$ cat config.mk
export PLATFORM = sky130hd
export DESIGN_NAME = free_list_controller_flat
export DESIGN_NICKNAME = d
export VERILOG_FILES = /design/src/rtl/free_list_controller_pkg.sv /design/src/rtl/free_list_controller_if.sv /design/src/rtl/sync_fifo.sv /design/src/rtl/free_list_controller.sv /design/src/flat_wrapper.sv
export SDC_FILE = /design/constraint.sdc
export NUM_CORES = 1
export LEC_CHECK = 0
export CORE_UTILIZATION = 60
export CTS_BUF_LIST = sky130_fd_sc_hd__clkbuf_4
export CTS_CLUSTER_SIZE = 20
export DETAILED_ROUTE_END_ITERATION = 12
export PLACE_DENSITY = 0.79
export SLEW_MARGIN = 30
export SYNTH_ARGS = -nofsm -noshare
export SYNTH_HDL_FRONTEND = slang
export SYNTH_SLANG_ARGS = --single-unit
$ cat constraint.sdc
create_clock -name clk -period 6 [get_ports clk]
set_input_delay 0.6 -clock clk [delete_from_list [all_inputs] [get_ports clk]]
set_output_delay 0.6 -clock clk [all_outputs]
set_load 0.005 [all_outputs]
$ cat src/rtl/free_list_controller_pkg.sv
// Shared definitions for the free-list controller slice.
// Holds the FSM state encoding, the default position-iterator width and the
// column-field width. Both widths must match the redundancy checker.
package free_list_controller_pkg;

   // Position iterator: upper bits are the row, lower COL_WIDTH bits the column.
   localparam int ITER_WIDTH_DEF = 9;
   localparam int COL_WIDTH      = 7;

   typedef enum logic [1:0] {
      ST_IDLE    = 2'd0,
      ST_COLLECT = 2'd1,
      ST_DRAIN   = 2'd2,
      ST_DONE    = 2'd3
   } fl_state_e;

endpackage

$ cat src/rtl/free_list_controller_if.sv
// Move-command channel from the free-list controller to the LIFM/table writer.
// Ports: mv_valid/mv_src/mv_dest driven by the master (controller),
//        mv_ready driven by the slave (write-back consumer).
interface free_list_controller_if import free_list_controller_pkg::*;
   #(parameter int ITER_WIDTH = ITER_WIDTH_DEF);

   logic                  mv_valid;
   logic                  mv_ready;
   logic [ITER_WIDTH-1:0] mv_src;
   logic [ITER_WIDTH-1:0] mv_dest;

   modport master (output mv_valid, output mv_src, output mv_dest, input mv_ready);
   modport slave  (input mv_valid, input mv_src, input mv_dest, output mv_ready);

endinterface

$ cat src/rtl/sync_fifo.sv
// Single-clock FIFO with occupancy count.
// Ports: clk, reset_n (async active-low), clr (sync clear), push/din,
//        pop/dout (head is visible on dout while not empty), count, full, empty.
// A push into a full FIFO and a pop from an empty FIFO are ignored.
// Push and pop in the same cycle are both honoured.
module sync_fifo #(
   parameter int WIDTH = 9,
   parameter int DEPTH = 16,
   parameter int CW    = $clog2(DEPTH) + 1
) (
   input  logic             clk,
   input  logic             reset_n,
   input  logic             clr,
   input  logic             push,
   input  logic             pop,
   input  logic [WIDTH-1:0] din,
   output logic [WIDTH-1:0] dout,
   output logic [CW-1:0]    count,
   output logic             full,
   output logic             empty
);

   localparam int AW = $clog2(DEPTH);
   localparam logic [CW-1:0] CNT_ONE  = {{(CW-1){1'b0}}, 1'b1};
   localparam logic [CW-1:0] CNT_FULL = CW'(DEPTH);
   localparam logic [AW-1:0] PTR_ONE  = {{(AW-1){1'b0}}, 1'b1};

   logic [WIDTH-1:0] mem_r [DEPTH];
   logic [AW-1:0]    wr_ptr_r;
   logic [AW-1:0]    rd_ptr_r;
   logic [CW-1:0]    count_r;
   logic             push_ok_s;
   logic             pop_ok_s;

   // Full/empty come from the count so a wrapped pointer pair is unambiguous.
   assign full      = (count_r == CNT_FULL);
   assign empty     = (count_r == {CW{1'b0}});
   assign push_ok_s = push & ~full;
   assign pop_ok_s  = pop & ~empty;
   assign dout      = mem_r[rd_ptr_r];
   assign count     = count_r;

   // Storage write; contents are don't-care while the count says empty.
   always_ff @(posedge clk) begin
      if (push_ok_s) begin
         mem_r[wr_ptr_r] <= din;
      end
   end

   // Pointer and occupancy bookkeeping; pointers wrap modulo DEPTH.
   always_ff @(posedge clk or negedge reset_n) begin
      if (!reset_n) begin
         wr_ptr_r <= {AW{1'b0}};
         rd_ptr_r <= {AW{1'b0}};
         count_r  <= {CW{1'b0}};
      end else if (clr) begin
         wr_ptr_r <= {AW{1'b0}};
         rd_ptr_r <= {AW{1'b0}};
         count_r  <= {CW{1'b0}};
      end else begin
         if (push_ok_s) begin
            wr_ptr_r <= wr_ptr_r + PTR_ONE;
         end
         if (pop_ok_s) begin
            rd_ptr_r <= rd_ptr_r + PTR_ONE;
         end
         case ({push_ok_s, pop_ok_s})
            2'b10:   count_r <= count_r + CNT_ONE;
            2'b01:   count_r <= count_r - CNT_ONE;
            default: count_r <= count_r;
         endcase
      end
   end

endmodule

$ cat src/rtl/free_list_controller.sv
// Free-list controller: receiving end of the redundancy checker.
// Collects freed positions (free list) and no-redundancy positions in two
// FIFOs during a pass; after rch_done, pairs them into compaction moves
// (src = nr position, dest = free position) for the write-back logic.
// Ports: clk, reset_n (async), set_idle (sync return to IDLE), start,
//        fl_valid/fl_in, nr_valid/nr_in, rch_done from the checker,
//        mv (move channel, master side), fl_count, overflow (sticky), done.
module free_list_controller import free_list_controller_pkg::*; #(
   parameter int ITER_WIDTH = ITER_WIDTH_DEF,
   parameter int FL_DEPTH   = 16,
   parameter int NR_DEPTH   = 16,
   parameter int CNT_WIDTH  = 5
) (
   input  logic                  clk,
   input  logic                  reset_n,
   input  logic                  set_idle,
   input  logic                  start,
   input  logic                  fl_valid,
   input  logic [ITER_WIDTH-1:0] fl_in,
   input  logic                  nr_valid,
   input  logic [ITER_WIDTH-1:0] nr_in,
   input  logic                  rch_done,
   free_list_controller_if.master mv,
   output logic [CNT_WIDTH-1:0]  fl_count,
   output logic                  overflow,
   output logic                  done
);

   fl_state_e             state_r;
   logic                  mv_valid_r;
   logic [ITER_WIDTH-1:0] mv_src_r;
   logic [ITER_WIDTH-1:0] mv_dest_r;
   logic                  overflow_r;
   logic                  done_r;

   logic                  collect_s;
   logic                  fl_push_s;
   logic                  nr_push_s;
   logic                  fl_pop_s;
   logic                  nr_pop_s;
   logic [ITER_WIDTH-1:0] fl_head_s;
   logic [ITER_WIDTH-1:0] nr_head_s;
   logic                  fl_full_s;
   logic                  nr_full_s;
   logic                  fl_empty_s;
   logic                  nr_empty_s;
   logic [CNT_WIDTH-1:0]  nr_count_unused_s;
   logic                  drop_s;
   logic                  pair_empty_s;

   // Pushes are only taken while collecting; set_idle overrides everything.
   assign collect_s    = (state_r == ST_COLLECT) & ~set_idle;
   assign fl_push_s    = collect_s & fl_valid;
   assign nr_push_s    = collect_s & nr_valid;
   assign drop_s       = (fl_push_s & fl_full_s) | (nr_push_s & nr_full_s);
   assign pair_empty_s = fl_empty_s | nr_empty_s;

   sync_fifo #(.WIDTH(ITER_WIDTH), .DEPTH(FL_DEPTH), .CW(CNT_WIDTH)) u_fl_fifo (
      .clk     (clk),
      .reset_n (reset_n),
      .clr     (set_idle),
      .push    (fl_push_s),
      .pop     (fl_pop_s),
      .din     (fl_in),
      .dout    (fl_head_s),
      .count   (fl_count),
      .full    (fl_full_s),
      .empty   (fl_empty_s)
   );

   sync_fifo #(.WIDTH(ITER_WIDTH), .DEPTH(NR_DEPTH), .CW(CNT_WIDTH)) u_nr_fifo (
      .clk     (clk),
      .reset_n (reset_n),
      .clr     (set_idle),
      .push    (nr_push_s),
      .pop     (nr_pop_s),
      .din     (nr_in),
      .dout    (nr_head_s),
      .count   (nr_count_unused_s),
      .full    (nr_full_s),
      .empty   (nr_empty_s)
   );

   // Drain pops: both heads on a move handshake, nr head alone when that
   // element already sits before the hole (nr_h <= fl_h).
   always_comb begin
      fl_pop_s = 1'b0;
      nr_pop_s = 1'b0;
      if ((state_r == ST_DRAIN) && !set_idle) begin
         if (mv_valid_r) begin
            if (mv.mv_ready) begin
               fl_pop_s = 1'b1;
               nr_pop_s = 1'b1;
            end else begin
               fl_pop_s = 1'b0;
            end
         end else if (!pair_empty_s && !(nr_head_s > fl_head_s)) begin
            nr_pop_s = 1'b1;
         end else begin
            nr_pop_s = 1'b0;
         end
      end else begin
         fl_pop_s = 1'b0;
      end
   end

   // Control FSM with registered move command and status flags.
   always_ff @(posedge clk or negedge reset_n) begin
      if (!reset_n) begin
         state_r    <= ST_IDLE;
         mv_valid_r <= 1'b0;
         mv_src_r   <= {ITER_WIDTH{1'b0}};
         mv_dest_r  <= {ITER_WIDTH{1'b0}};
         overflow_r <= 1'b0;
         done_r     <= 1'b0;
      end else if (set_idle) begin
         state_r    <= ST_IDLE;
         mv_valid_r <= 1'b0;
         mv_src_r   <= {ITER_WIDTH{1'b0}};
         mv_dest_r  <= {ITER_WIDTH{1'b0}};
         overflow_r <= 1'b0;
         done_r     <= 1'b0;
      end else begin
         case (state_r)
            ST_IDLE: begin
               if (start) begin
                  state_r <= ST_COLLECT;
               end
            end
            ST_COLLECT: begin
               if (drop_s) begin
                  overflow_r <= 1'b1;
               end
               if (rch_done) begin
                  state_r <= ST_DRAIN;
               end
            end
            ST_DRAIN: begin
               if (mv_valid_r) begin
                  // Command held stable until accepted.
                  if (mv.mv_ready) begin
                     mv_valid_r <= 1'b0;
                  end
               end else if (pair_empty_s) begin
                  state_r <= ST_DONE;
                  done_r  <= 1'b1;
               end else if (nr_head_s > fl_head_s) begin
                  mv_valid_r <= 1'b1;
                  mv_src_r   <= nr_head_s;
                  mv_dest_r  <= fl_head_s;
               end
            end
            ST_DONE: begin
               done_r <= 1'b1;
            end
            default: begin
               state_r <= ST_IDLE;
            end
         endcase
      end
   end

   assign mv.mv_valid = mv_valid_r;
   assign mv.mv_src   = mv_src_r;
   assign mv.mv_dest  = mv_dest_r;
   assign overflow    = overflow_r;
   assign done        = done_r;

endmodule

$ cat src/flat_wrapper.sv
// flat-port wrapper written by rule: the top's interface ports become plain ports
module free_list_controller_flat import free_list_controller_pkg::*;
#(
   parameter int ITER_WIDTH = ITER_WIDTH_DEF,
   parameter int FL_DEPTH   = 16,
   parameter int NR_DEPTH   = 16,
   parameter int CNT_WIDTH  = 5
)
  (clk, reset_n, set_idle, start, fl_valid, fl_in, nr_valid, nr_in, rch_done, fl_count, overflow, done, mv_mv_valid, mv_mv_src, mv_mv_dest, mv_mv_ready);
  free_list_controller_if #(.ITER_WIDTH(ITER_WIDTH)) mv_i ();
  input  logic clk;
  input  logic reset_n;
  input  logic set_idle;
  input  logic start;
  input  logic fl_valid;
  input  logic [ITER_WIDTH-1:0] fl_in;
  input  logic nr_valid;
  input  logic [ITER_WIDTH-1:0] nr_in;
  input  logic rch_done;
  output logic [CNT_WIDTH-1:0] fl_count;
  output logic overflow;
  output logic done;
  output wire logic [$bits(mv_i.mv_valid)-1:0] mv_mv_valid;
  output wire logic [$bits(mv_i.mv_src)-1:0] mv_mv_src;
  output wire logic [$bits(mv_i.mv_dest)-1:0] mv_mv_dest;
  input wire logic [$bits(mv_i.mv_ready)-1:0] mv_mv_ready;
  assign mv_mv_valid = mv_i.mv_valid;
  assign mv_mv_src = mv_i.mv_src;
  assign mv_mv_dest = mv_i.mv_dest;
  assign mv_i.mv_ready = mv_mv_ready;
  free_list_controller #(.ITER_WIDTH(ITER_WIDTH), .FL_DEPTH(FL_DEPTH), .NR_DEPTH(NR_DEPTH), .CNT_WIDTH(CNT_WIDTH)) u_core (.clk(clk), .reset_n(reset_n), .set_idle(set_idle), .start(start), .fl_valid(fl_valid), .fl_in(fl_in), .nr_valid(nr_valid), .nr_in(nr_in), .rch_done(rch_done), .mv(mv_i), .fl_count(fl_count), .overflow(overflow), .done(done));
endmodule
Word level (Yosys, flattened, before mapping). Memories as Yosys holds them, arrays and structs flattened. Index checks and enable logic that the tools add are counted.

Bits in registers: 49. RAM bits: 288. Memories kept: 2.

Memory list: u_core.u_fl_fifo.mem_r (words 16, width 9, read ports 1, clocked after Yosys merged registers in 0, wr ports 1, line sync_fifo.sv:28) `logic [WIDTH-1:0] mem_r [DEPTH];`; u_core.u_nr_fifo.mem_r (words 16, width 9, read ports 1, clocked after Yosys merged registers in 0, wr ports 1, line sync_fifo.sv:28).

Add/subtract/negate cells: 8. $lt $le $gt $ge: 1. Equality and inequality tests: 15. Multiplexer cells: 51. Bitwise gates (word level): 16. Reductions and logical operators: 24.

Operators with widths (count): two-way mux 9 bit (10); two-way mux 4 bit (8); two-way mux 1 bit (22); one-hot mux 5 bit (2 select lines) (2); adder 4 x 1 -> 4 bit (second input constant) (4); nonzero test 2 bit (8); adder 5 x 1 -> 5 bit (second input constant) (2); == test 5 bit (second input constant) (2); logical NOT 5 bit (2); two-way mux 2 bit (5); two-way mux 5 bit (2); subtractor 5 x 1 -> 5 bit (second input constant) (2); AND 1 bit (9); > comparator 9 bit (1); inequality test 3 bit (second input constant) (3); nonzero test 3 bit (3); == test 2 bit (second input constant) (4); == test 2 x 1 -> 1 bit (second input constant) (3); one-hot mux 2 bit (3 select lines) (1); NOT 1 bit (5); AND reduction 5 bit (1); inequality test 2 bit (second input constant) (2); AND reduction 4 bit (1); nonzero test 4 bit (1); other kinds (8) (12).

Longest topological paths before layout. Gate-level depths: netlist of run 1.

Depth in word-level cells: 11. Gate-level depth with buffers: 22.

By module. From an unflattened synthesis of run 1, not the netlist that was laid out.

Cell total of the unflattened synthesis: 784. Area total of the unflattened synthesis: 14218.6 µm².

Modules (own cells, without submodules): sync_fifo (instances 2, cells each 317, area each 6359.8 µm²); free_list_controller (instances 1, cells each 150, area each 1498.9 µm²).

Worst setup path before layout of run 1. No wires, ideal clock.

Path type: register -> register. Start point: register u_core.u_fl_fifo.rd_ptr_r[1]. End point: register u_core.u_nr_fifo.count_r[4] (netlist: u_core.u_nr_fifo.count[4]). Library setup time: 0.136 ns. Data arrival time: 4.134 ns. Setup slack: 1.731 ns. Stages on the path, launching flop included: 21. Path buffers: 2. Clock period less this slack: 4.269 ns. Cell sequence: dfrtp_1 > buf_2 > clkbuf_1 > mux4_2 > mux4_2 > inv_1 > ha_1 > nand4_1 > o22ai_1 > a211o_1 > o21a_1 > nor2_4 > nand2_1 > inv_1 > ha_1 > nor2b_1 > o21ai_0 > nand2b_1 > nor4_1 > o21a_1 > nor3_1.

Word-level cells in the longest chain between the ends: 11. Elaborated cells between the ends (all ways): 13.

Ends and longest elaborated chain: from (decl) (line sync_fifo.sv:30) `logic [AW-1:0] rd_ptr_r;`; from (signal assigned) (line sync_fifo.sv:54) `rd_ptr_r <= {AW{1'b0}};`; from (signal assigned) (line sync_fifo.sv:58) `rd_ptr_r <= {AW{1'b0}};`; from (signal assigned) (line sync_fifo.sv:65) `rd_ptr_r <= rd_ptr_r + PTR_ONE;`; memory (16 x 9 bit) *; > comparator 9 bit * (line free_list_controller.sv:97) `end else if (!pair_empty_s && !(nr_head_s > fl_head_s)) begin`; logical NOT 1 bit * (line free_list_controller.sv:97); logical AND 1 bit * (line free_list_controller.sv:97); two-way mux 1 bit * (line free_list_controller.sv:97); two-way mux 1 bit * (line free_list_controller.sv:90) `if (mv_valid_r) begin`; two-way mux 1 bit * (line free_list_controller.sv:89) `if ((state_r == ST_DRAIN) && !set_idle) begin`; AND 1 bit * (line sync_fifo.sv:39) `assign pop_ok_s = pop & ~empty;`; == test 2 x 1 -> 1 bit / == test 2 bit (equally long branches) (line sync_fifo.sv:67) `case ({push_ok_s, pop_ok_s})`; one-hot mux 5 bit (2 select lines) (line sync_fifo.sv:67); two-way mux 5 bit (line sync_fifo.sv:56) `end else if (clr) begin`; to (signal assigned) (line sync_fifo.sv:55) `count_r <= {CW{1'b0}};`; to (signal assigned) (line sync_fifo.sv:68) `2'b10: count_r <= count_r + CNT_ONE;`; to (signal assigned) (line sync_fifo.sv:69) `2'b01: count_r <= count_r - CNT_ONE;`; to (decl) (line sync_fifo.sv:31) `logic [CW-1:0] count_r;`.

Mark *: on every way between the ends. The rest lies on a longest branch, timed or not. A chain may end at the register's enable or synchronous reset.

Worst setup path in the final report of run 1.
Start point: register u_core.u_nr_fifo.rd_ptr_r[2]. End point: register u_core.u_nr_fifo.count_r[4] (netlist: u_core.u_nr_fifo.count[4]).

Word-level cells in the longest chain between the ends: 11. Elaborated cells between the ends (all ways): 13.

Ends and longest elaborated chain (line): from (decl) (sync_fifo.sv:30); from (signal assigned) (sync_fifo.sv:54); from (signal assigned) (sync_fifo.sv:58); from (signal assigned) (sync_fifo.sv:65); memory (16 x 9 bit) *; > comparator 9 bit * (free_list_controller.sv:97); logical NOT 1 bit * (free_list_controller.sv:97); logical AND 1 bit * (free_list_controller.sv:97); two-way mux 1 bit * (free_list_controller.sv:97); two-way mux 1 bit * (free_list_controller.sv:90); two-way mux 1 bit * (free_list_controller.sv:89); AND 1 bit * (sync_fifo.sv:39); == test 2 x 1 -> 1 bit / == test 2 bit (equally long branches) (sync_fifo.sv:67); one-hot mux 5 bit (2 select lines) (sync_fifo.sv:67); two-way mux 5 bit (sync_fifo.sv:56).

Marks and branches as above.

==> results of run 1 <==
[stage by stage]
stage	utilization (%)	hold slack (ns)	std cells	instance area, sq um
after floorplan	-	0.304	804	14200
after detailed placement	65.3	0.498	1141	15000
after global placement	65.3	0.493	1141	15000
after CTS	69.9	0.443	1287	16000
final	69.9	0.473	1288	16000
after global routing	69.9	0.481	1288	16000
[timing repair]
item / in CTS / in global routing
hold buffers: 1 / 0
buffers inserted: 0 / 0
hold endpoints to repair: 49 / 0
[layer usage]
| metal | share of wire (%) | track usage, % |
|---|---|---|
| met4 | 2.4 | 10.2 |
| met1 | 39 | 34.4 |
| met5 | 0 | 0 |
| met3 | 9.5 | 6.67 |
| met2 | 49 | 41.3 |
[power breakdown]
part | internal [mW] | switching [mW]
Clock | 0.959 | 0.893
Combinational | 0.107 | 0.162
Sequential | 2.57 | 0.0240
[cell usage after synthesis, types with 2 or more instances]
library cell  count
o21bai_1          2
o21ai_1           6
o2111ai_2         2
and2_1           21
mux2i_1          50
nand2b_1         10
ha_1             29
xor2_1           10
nor3_1            6
a22oi_1          10
nor4_2            2
o21ai_0          21
mux4_2           57
and3_1            4
clkbuf_1         17
xnor2_1           6
fa_1              2
nor3b_1           2
inv_1            21
and4_1            9
nor2b_1           4
nand3b_1          2
nand4_1           4
buf_4             5
o21a_1            3
a21o_1            6
dfrtp_1          49
a21oi_1          25
buf_1             5
mux2_2           11
nand2_1          35
mux4_1            6
nor2_1           39
buf_2             6
edfxtp_1        288
nand3_1           4
a221oi_1         10
[state kept, by name, indices dropped and copies added (netlist names), 5 cells and up]
| signal | count |
|---|---|
| u_core.mv.mv_dest | 9 |
| u_core.u_fl_fifo.mem_r | 144 |
| u_core.u_nr_fifo.mem_r | 144 |
| u_core.u_fl_fifo.count | 5 |
| u_core.u_nr_fifo.count | 5 |
| u_core.mv.mv_src | 9 |
[worst paths after layout]
check,slack [ns],start,cells past startpoint,endpoint
setup / recovery,1.00,u_core.u_nr_fifo.rd_ptr_r[2]$_DFFE_PN0P_,20,u_core.u_nr_fifo.count[4]$_DFFE_PN0P_
hold / removal,0.47,reset_n,2,u_core.u_fl_fifo.wr_ptr_r[2]$_DFFE_PN0P_
setup reg to reg,1.00,u_core.u_nr_fifo.rd_ptr_r[2]$_DFFE_PN0P_,20,u_core.u_nr_fifo.count[4]$_DFFE_PN0P_
hold reg to reg,0.51,u_core.overflow$_DFFE_PN0P_,2,u_core.overflow$_DFFE_PN0P_
max in group asynchronous,5.02,reset_n,2,u_core.u_nr_fifo.rd_ptr_r[0]$_DFFE_PN0P_
min in group clk,0.51,u_core.overflow$_DFFE_PN0P_,2,u_core.overflow$_DFFE_PN0P_
[cells by family after synthesis]
logic type,synth area share [%]
buffers and inverters,1.95
AND/OR/NAND/NOR,5.49
XOR/XNOR,1.18
flip-flops,69.8
AO/OA/AOI/OAI,4.16
adder cells (fa/ha/maj),2.85
multiplexers,14.6
[layout make-up]
cell class                 count  area [sq um]  area share (%)
tap                          313           392            2.45
multi-input combinational    410          4010            25.0
inverter                      21          78.8           0.492
clock inverter                33           195            1.22
clock buffer                 112           841            5.25
timing repair buffer          61           618            3.86
sequential                   337          9880            61.7
antenna                        1          2.50          0.0156
[cells in the final DEF, fill, tap and decap left out, drive strengths merged, types with 9 or more instances in the layout]
cell	synthesis	final
edfxtp	288	288
clkbuf	17	112
mux4	63	63
mux2i	50	50
clkdlybuf4s50	0	49
dfrtp	49	49
nor2	41	41
nand2	35	35
ha	29	29
clkinv	0	27
o21ai	27	27
a21oi	25	25
inv	21	23
and2	21	21
mux2	11	11
buf	19	11
nand2b	10	10
a221oi	10	10
a22oi	10	10
xor2	10	10
and4	9	9
==> impl_metrics.toml, run 1 <==
[yosys]
synth_seq_cells = 337
synth-edff-count = 288
yosysWarnings = 0
ys_types = 52
syn_area_sq_mm = 0.0142
avgSynthCellArea_sq_um = 17.6
netlist_top_cells_area = "edfxtp_1, mux4_2, dfrtp_1, mux2i_1, ha_1"
synthFlopType = "edfxtp_1"
synth_cells = 804
async_flop_share_pct = 14.5
syn-num-nets = 861
yosysTopAreaCell = "edfxtp_1"
synth_top_cell_area_share_pct = 61.1
yosysSeqAreaShare_pct = 69.8

[cells_and_area]
drive_above_1_share_pct = 21.6
final_nets = 969
syn2layout_area_growth_pct = 13.2
fillers = 1423

[pwr]
finalPower_mw = 4.72
powerDensity_mw_per_mm2 = 295
irDropWorstVdd_mv = 0.194
leakage_nw = 5.49

[run_status]
status = "complete, no violations"

[sta]
finalCriticalPeriod_ns = 5.00
period_share_pct = 83.3
fin_setup_tns_ns = 0
maxSlewViolCount = 0
worst_pin_slew_ns = 0.957
skew_ns = 0.0484
max_freq_mhz = 200
setup_viol = 0
finalWorstSetupSlack_ns = 1.00
hold_viol = 0
slew_headroom_pct = 36.2
rsz0062_at_grt = "no"

[die]
num_rows = 55
initial_utilization_pct = 61.8
ioPinCount = 52
core-area_sq_mm = 0.0229
chipHeight_um = 156
die_w_um = 156
die_area_sq_mm = 0.0242

[clocking]
cts_sinks = 337
cts_made_buffers = 81
clk_latency_ns = 0.69
cts_buffer_depth = 3
htreeDepth = 3
cts_root_buf = "clkbuf_4"
cts_tree = "done"
clk_pin_slew_ns = 0.07
cts-resized-gates = 0

[worst_setup_path]
crit_family = "simple AND/OR/NAND/NOR gates"
cp_max_fo = 10
cp_slowest_cell = "nor2b_1"
end_kind = "flop"
critPathRequiredTime_ns = 6.53
path_cells = "nor2b_1 > buf_4 > a221oi_1 > o21ai_0 > nand2_1 > ha_1 > nand4_1 > o22ai_1 > a211o_1 > o21a_1 > nor2_4 > nand2_1 > inv_1 > ha_1 > nor2b_1 > o21ai_0 > nand2b_1 > nor4_1 > o21a_1 > nor3_1"
criticalPathCategory = "reg -> reg"
critPathBufInv = 2
cpPeakStageDelay_ns = 0.75
arrival_ns = 5.53
critPathLaunchType = "flop"

[worst_hold_path]
hold_path_class = "in -> async"

[placed_design]
preCtsSetupSlack_ns = 1.05
io_buffers = 51
globalplace.congestion = 0.851
hpwl_um = 18900

[routing]
avgViaCountPerCell = 6.15
drc = 0
ant_nets = 0
firstDrtPassIters = 5
routed_wirelength_um = 29900
wire_per_inst_um = 23.2
first_iter_violations = 778
vias = 7926

[grt]
antenna_found_initial = 1
overflow = 0
gr-usage-all-layers_pct = 25.8
grt_pass1_wl_um = 45600
grt_pass1_vias = 8254
grt_max_degree = 53

[job]
drv_cap = 0
No activity file was read; power rests on OpenSTA's default activity.
==> inputs of run 2 (changes only) <==
Clock period 6 ns to 5.2 ns, I/O delays scaled along.
==> run 2 against run 1 <==
Maximum frequency grew 4.2%. Final cell count is essentially flat. Count of clock-buffer cells in the layout grew 13. Global-route usage shrank 0.10 points. Register-to-register slack lost 0.60 ns. Sequential power grew 15%. Core utilization grew 0.15 points. Critical path depth shrank 1. Largest power group unchanged. Highest routed layer unchanged.
==> impl_metrics.toml, run 2 (synthesized netlist as in run 1, its figures left out) <==
[worst_setup_path]
end_kind = "flop"
arrival_ns = 5.41
cp_max_fo = 13
cp_slowest_cell = "dfrtp_1"
critPathLaunchType = "flop"
critPathBufInv = 1
cpPeakStageDelay_ns = 0.67
critPathRequiredTime_ns = 5.81
r2r_slack_ns = 0.40
criticalPathCategory = "reg -> reg"
crit_family = "simple AND/OR/NAND/NOR gates"
path_cells = "and2_1 > a221oi_1 > o21a_1 > a221oi_1 > ha_1 > nor2b_1 > o21ai_1 > a211oi_2 > o21a_1 > nor2_4 > nand2_1 > inv_1 > ha_1 > nor2b_1 > o21ai_0 > nand2b_1 > nor4_1 > nor3_1 > nor3_1"

[placed_design]
placed_area_sq_mm = 0.0150
dp.cells = 1144
io_buffers = 51
hpwl_um = 18900
globalplace.congestion = 0.837

[sta]
rsz0062_at_grt = "no"
skew_ns = 0.0607
finalCriticalPeriod_ns = 4.80
slew_headroom_pct = 50.2
hold_viol = 0
maxSlewViolCount = 0
period_share_pct = 92.2
max_freq_mhz = 208
fin_setup_tns_ns = 0
worst_pin_slew_ns = 0.747
setup_viol = 0

[cells_and_area]
fillers = 1432
final_common_cell = "edfxtp_1"
final_nets = 973
syn2layout_area_growth_pct = 13.4
layoutNonFillerInstCount = 1287
multi_input_area_sq_mm = 0.00401
final_cell_mix = "edfxtp_1, clkbuf_4, mux4_2, mux2i_1, clkdlybuf4s50_1"
drive_above_1_share_pct = 23.0
fin_area_sq_mm = 0.0160
register_area_sq_mm = 0.00988
largestRegisters = "u_core.u_fl_fifo.mem_r (144), u_core.u_nr_fifo.mem_r (144)"

[clocking]
clk_pin_slew_ns = 0.07
cts_made_buffers = 82
cts_setup_buffers = 0
cts_root_buf = "clkbuf_4"
htreeDepth = 3
clk_latency_ns = 0.70
cts-resized-gates = 0
cts_buffer_depth = 3
cts_tree = "done"
cts_sinks = 337

[routing]
ant_nets = 0
vias = 7872
drc = 0
first_iter_violations = 797
wire_per_inst_um = 22.9
avgViaCountPerCell = 6.12
firstDrtPassIters = 7
routed_wirelength_um = 29500

[die]
die_area_sq_mm = 0.0242
die_w_um = 156
initial_utilization_pct = 61.8
core-area_sq_mm = 0.0229
num_rows = 55
chipHeight_um = 156
ioPinCount = 52

[job]
drv_cap = 0

[grt]
overflow = 0
grt_max_degree = 50
grt_pass1_vias = 8219
gr-usage-all-layers_pct = 25.7
grt_pass1_wl_um = 45700
antenna_found_initial = 1

[run_status]
status = "complete, no violations"

[worst_hold_path]
hold_path_class = "in -> reg"

[pwr]
irDropWorstVdd_mv = 0.214
powerDensity_mw_per_mm2 = 337
leakage_nw = 5.52
==> run 2: cell types whose count changed in the layout (fill, tap and decap cells not counted) <==
cell and delta:
clkinv_1 -15, clkbuf_4 +13, buf_12 +2, bufinv_16 -2
buf_2 +1, clkinv_2 -1, clkinvlp_4 +1, inv_2 -1
inv_6 +1
==> run 2: worst paths after layout <==
check,start,end,depth (start not counted)
max in group asynchronous,reset_n,u_core.u_fl_fifo.rd_ptr_r[0]$_DFFE_PN0P_,3
worst max register to register,u_core.u_nr_fifo.rd_ptr_r[2]$_DFFE_PN0P_,u_core.u_nr_fifo.count[4]$_DFFE_PN0P_,19
worst min register to register,u_core.done$_DFFE_PN0P_,u_core.done$_DFFE_PN0P_,2
min in group asynchronous,reset_n,u_core.u_nr_fifo.rd_ptr_r[2]$_DFFE_PN0P_,3
worst min-delay path,set_idle,u_core.u_nr_fifo.rd_ptr_r[3]$_DFFE_PN0P_,2
worst max-delay path,u_core.u_nr_fifo.rd_ptr_r[2]$_DFFE_PN0P_,u_core.u_nr_fifo.count[4]$_DFFE_PN0P_,19
==> run 2: layout make-up <==
| cell class | count | share of cell area [%] |
|---|---|---|
| multi-input combinational | 410 | 25.0 |
| clock inverter | 16 | 0.538 |
| clock buffer | 125 | 5.85 |
| tap | 313 | 2.44 |
| antenna | 1 | 0.0156 |
| inverter | 21 | 0.491 |
| timing repair buffer | 64 | 4.13 |
| sequential | 337 | 61.5 |
==> run 2: through the flow <==
step | setup WS (ns) | power, mW | util, % | hold slack [ns]
final | 0.403 | 5.42 | 70.0 | 0.295
after global routing | 0.0714 | 5.63 | 70.0 | 0.278
after CTS | 0.452 | 5.45 | 70.0 | 0.248
after detailed placement | 0.423 | 3.36 | 65.5 | 0.492
after global placement | 0.545 | 3.34 | 65.5 | 0.492
after floorplan | 0.931 | 3.22 | - | 0.224
==> run 2: power breakdown <==
part | internal (mW) | switching [mW] | leakage (nW)
clock network | 1.10 | 1.01 | 0.604
registers | 2.97 | 0.0262 | 3.27
logic | 0.123 | 0.187 | 1.65
total | 4.19 | 1.23 | 5.52
==> run 2: timing repair <==
action / CTS / global route
setup endpoints to repair: 0 / 0
hold endpoints to repair: 49 / 0
hold buffers: 1 / 0
==> run 2: routing by layer <==
metal | global-route usage [%] | vias to the layer above | routed length [um]
li1 | - | 3435 | -
met2 | 41.6 | 402 | 14500
met5 | 0 | - | 0
met3 | 5.75 | 60 | 2460
met4 | 9.52 | 0 | 648
met1 | 34.7 | 3975 | 11900
==> inputs of run 3 (changes only) <==
Settings changed: MAX_ROUTING_LAYER set to met4.
==> run 3 against run 2 <==
Routed wire length is 0.15% higher. Critical endpoint unchanged. Sequential power barely moved. Worst hold slack gained 0.0049 ns.
==> impl_metrics.toml, run 3 (synthesized netlist as in run 1, its figures left out) <==
[run_status]
status = "complete, no violations"

[cells_and_area]
fin_area_sq_mm = 0.0160
syn2layout_area_growth_pct = 13.4
final_common_cell = "edfxtp_1"
fillers = 1431
final_cell_mix = "edfxtp_1, clkbuf_4, mux4_2, mux2i_1, clkdlybuf4s50_1"
final_util_pct = 70.0
largestRegisters = "u_core.u_fl_fifo.mem_r (144), u_core.u_nr_fifo.mem_r (144)"
final_nets = 973
drive_above_1_share_pct = 23.0

[pwr]
leakage_nw = 5.52
irDropWorstVdd_mv = 0.214
finalPower_mw = 5.41
powerDensity_mw_per_mm2 = 337

[worst_setup_path]
criticalPathCategory = "reg -> reg"
r2r_slack_ns = 0.46
reg2reg_from = "u_core.u_fl_fifo.rd_ptr_r[0]$_DFFE_PN0P_"
end_kind = "flop"
r2r-end = "u_core.u_nr_fifo.count[4]$_DFFE_PN0P_"
critPathRequiredTime_ns = 5.81
r2r_cells = 19
cp_max_fo = 17
critPathLaunchType = "flop"
arrival_ns = 5.35

[sta]
finalCriticalPeriod_ns = 4.74
fin_setup_tns_ns = 0
skew_ns = 0.0575
rsz0062_at_grt = "no"
setup_viol = 0
worst_pin_slew_ns = 0.750
max_freq_mhz = 211
period_share_pct = 91.1
slew_headroom_pct = 50.0
maxSlewViolCount = 0
hold_viol = 0

[grt]
antenna_found_initial = 1
grt_use_met2_pct = 41.8
grt_pass1_wl_um = 45700
grt_busiest_layer = "met2"
grt_pass1_vias = 8226
overflow = 0
gr-usage-all-layers_pct = 26.6
gr-usage-met1_pct = 34.6
grt_max_degree = 50
met3_usage_pct = 5.44

[clocking]
htreeDepth = 3
clk_pin_slew_ns = 0.07
cts_tree = "done"
cts_sinks = 337
clk_latency_ns = 0.70
cts_buffer_depth = 3
cts-resized-gates = 0
cts_made_buffers = 82
cts_root_buf = "clkbuf_4"

[die]
die_w_um = 156
initial_utilization_pct = 61.8
ioPinCount = 52
die_area_sq_mm = 0.0242
core-area_sq_mm = 0.0229
chipHeight_um = 156
num_rows = 55

[worst_hold_path]
hold_depth = 2
hold_path_class = "in -> reg"
hold_path_end = "u_core.u_nr_fifo.rd_ptr_r[3]$_DFFE_PN0P_"
min-delay-start = "set_idle"

[routing]
wire_per_inst_um = 23.0
drc = 0
avgViaCountPerCell = 6.14
ant_nets = 0
first_iter_violations = 810
routed_wirelength_um = 29600
vias = 7896
firstDrtPassIters = 5

[placed_design]
hpwl_um = 18900
io_buffers = 51
placed_area_sq_mm = 0.0150
globalplace.congestion = 0.850

[job]
drv_cap = 0
## run 3: cell counts in the layout (fill, tap and decap cells not counted)
No cell type changed its count.
## run 3: worst max path at each step
stage | start | end | slack [ns] | cells after the start
2_1_floorplan | u_core.u_fl_fifo.rd_ptr_r[1]$_DFFE_PN0P_ | u_core.u_nr_fifo.count[4]$_DFFE_PN0P_ | 0.93 | 20
3_3_place_gp | u_core.u_fl_fifo.rd_ptr_r[0]$_DFFE_PN0P_ | u_core.u_nr_fifo.count[4]$_DFFE_PN0P_ | 0.55 | 19
3_5_place_dp | u_core.u_fl_fifo.rd_ptr_r[0]$_DFFE_PN0P_ | u_core.u_nr_fifo.count[4]$_DFFE_PN0P_ | 0.42 | 19
4_1_cts | u_core.u_fl_fifo.rd_ptr_r[0]$_DFFE_PN0P_ | u_core.u_nr_fifo.count[4]$_DFFE_PN0P_ | 0.45 | 19
5_1_grt | u_core.u_nr_fifo.rd_ptr_r[0]$_DFFE_PN0P_ | u_core.u_nr_fifo.count[4]$_DFFE_PN0P_ | 0.08 | 21
6_report | u_core.u_fl_fifo.rd_ptr_r[0]$_DFFE_PN0P_ | u_core.u_nr_fifo.count[4]$_DFFE_PN0P_ | 0.46 | 19
## run 3: report_power, final
group	switching (mW)	leakage [nW]	total, mW	internal (mW)
Clock	1.01	0.604	2.11	1.10
Sequential	0.0263	3.27	3.00	2.97
Combinational	0.186	1.65	0.309	0.123
## run 3: timing repair
action,CTS,global route
hold buffers,1,0
buffers inserted,0,0
hold endpoints to repair,49,0
## run 3: routing by layer
metal  routed length [um]  part of all wire [%]  vias up
li1                     -                     -     3442
met1                11900                    40     3992
met3                 2470                   8.3       61
met2                14600                    49      401
met4                  615                   2.1        0
met5                    0                     0        -
## run 3: final cells by class
cell class / count / area (sq um) / area share (%)
clock inverter: 16 / 86.3 / 0.538
clock buffer: 125 / 938 / 5.85
timing repair buffer: 64 / 663 / 4.13
multi-input combinational: 410 / 4010 / 25.0
inverter: 21 / 78.8 / 0.491
tap: 313 / 392 / 2.44
sequential: 337 / 9880 / 61.5
antenna: 1 / 2.50 / 0.0156
## run 3: per-stage QoR
step                      hold WS (ns)  worst slack [ns]  cells
after floorplan                  0.224             0.931    804
after global placement           0.492             0.545   1144
after detailed placement         0.492             0.423   1144
after CTS                        0.248             0.452   1286
after global routing             0.286            0.0786   1287
final                            0.300             0.460   1287
## run 3: critical path, stage by stage, from the launching register on
cell,delay (ns)
dfrtp_2,0.55
buf_12,0.24
mux4_2,0.53
mux4_2,0.54
inv_1,0.09
ha_1,0.25
nand4_1,0.17
o22ai_1,0.10
a211o_1,0.24
o21a_1,0.27
nor2_4,0.23
nand2_1,0.13
inv_1,0.14
ha_1,0.28
nor2b_1,0.14
o21ai_0,0.13
nand2b_1,0.09
nor4_1,0.26
nor3_1,0.10
nor3_1,0.19
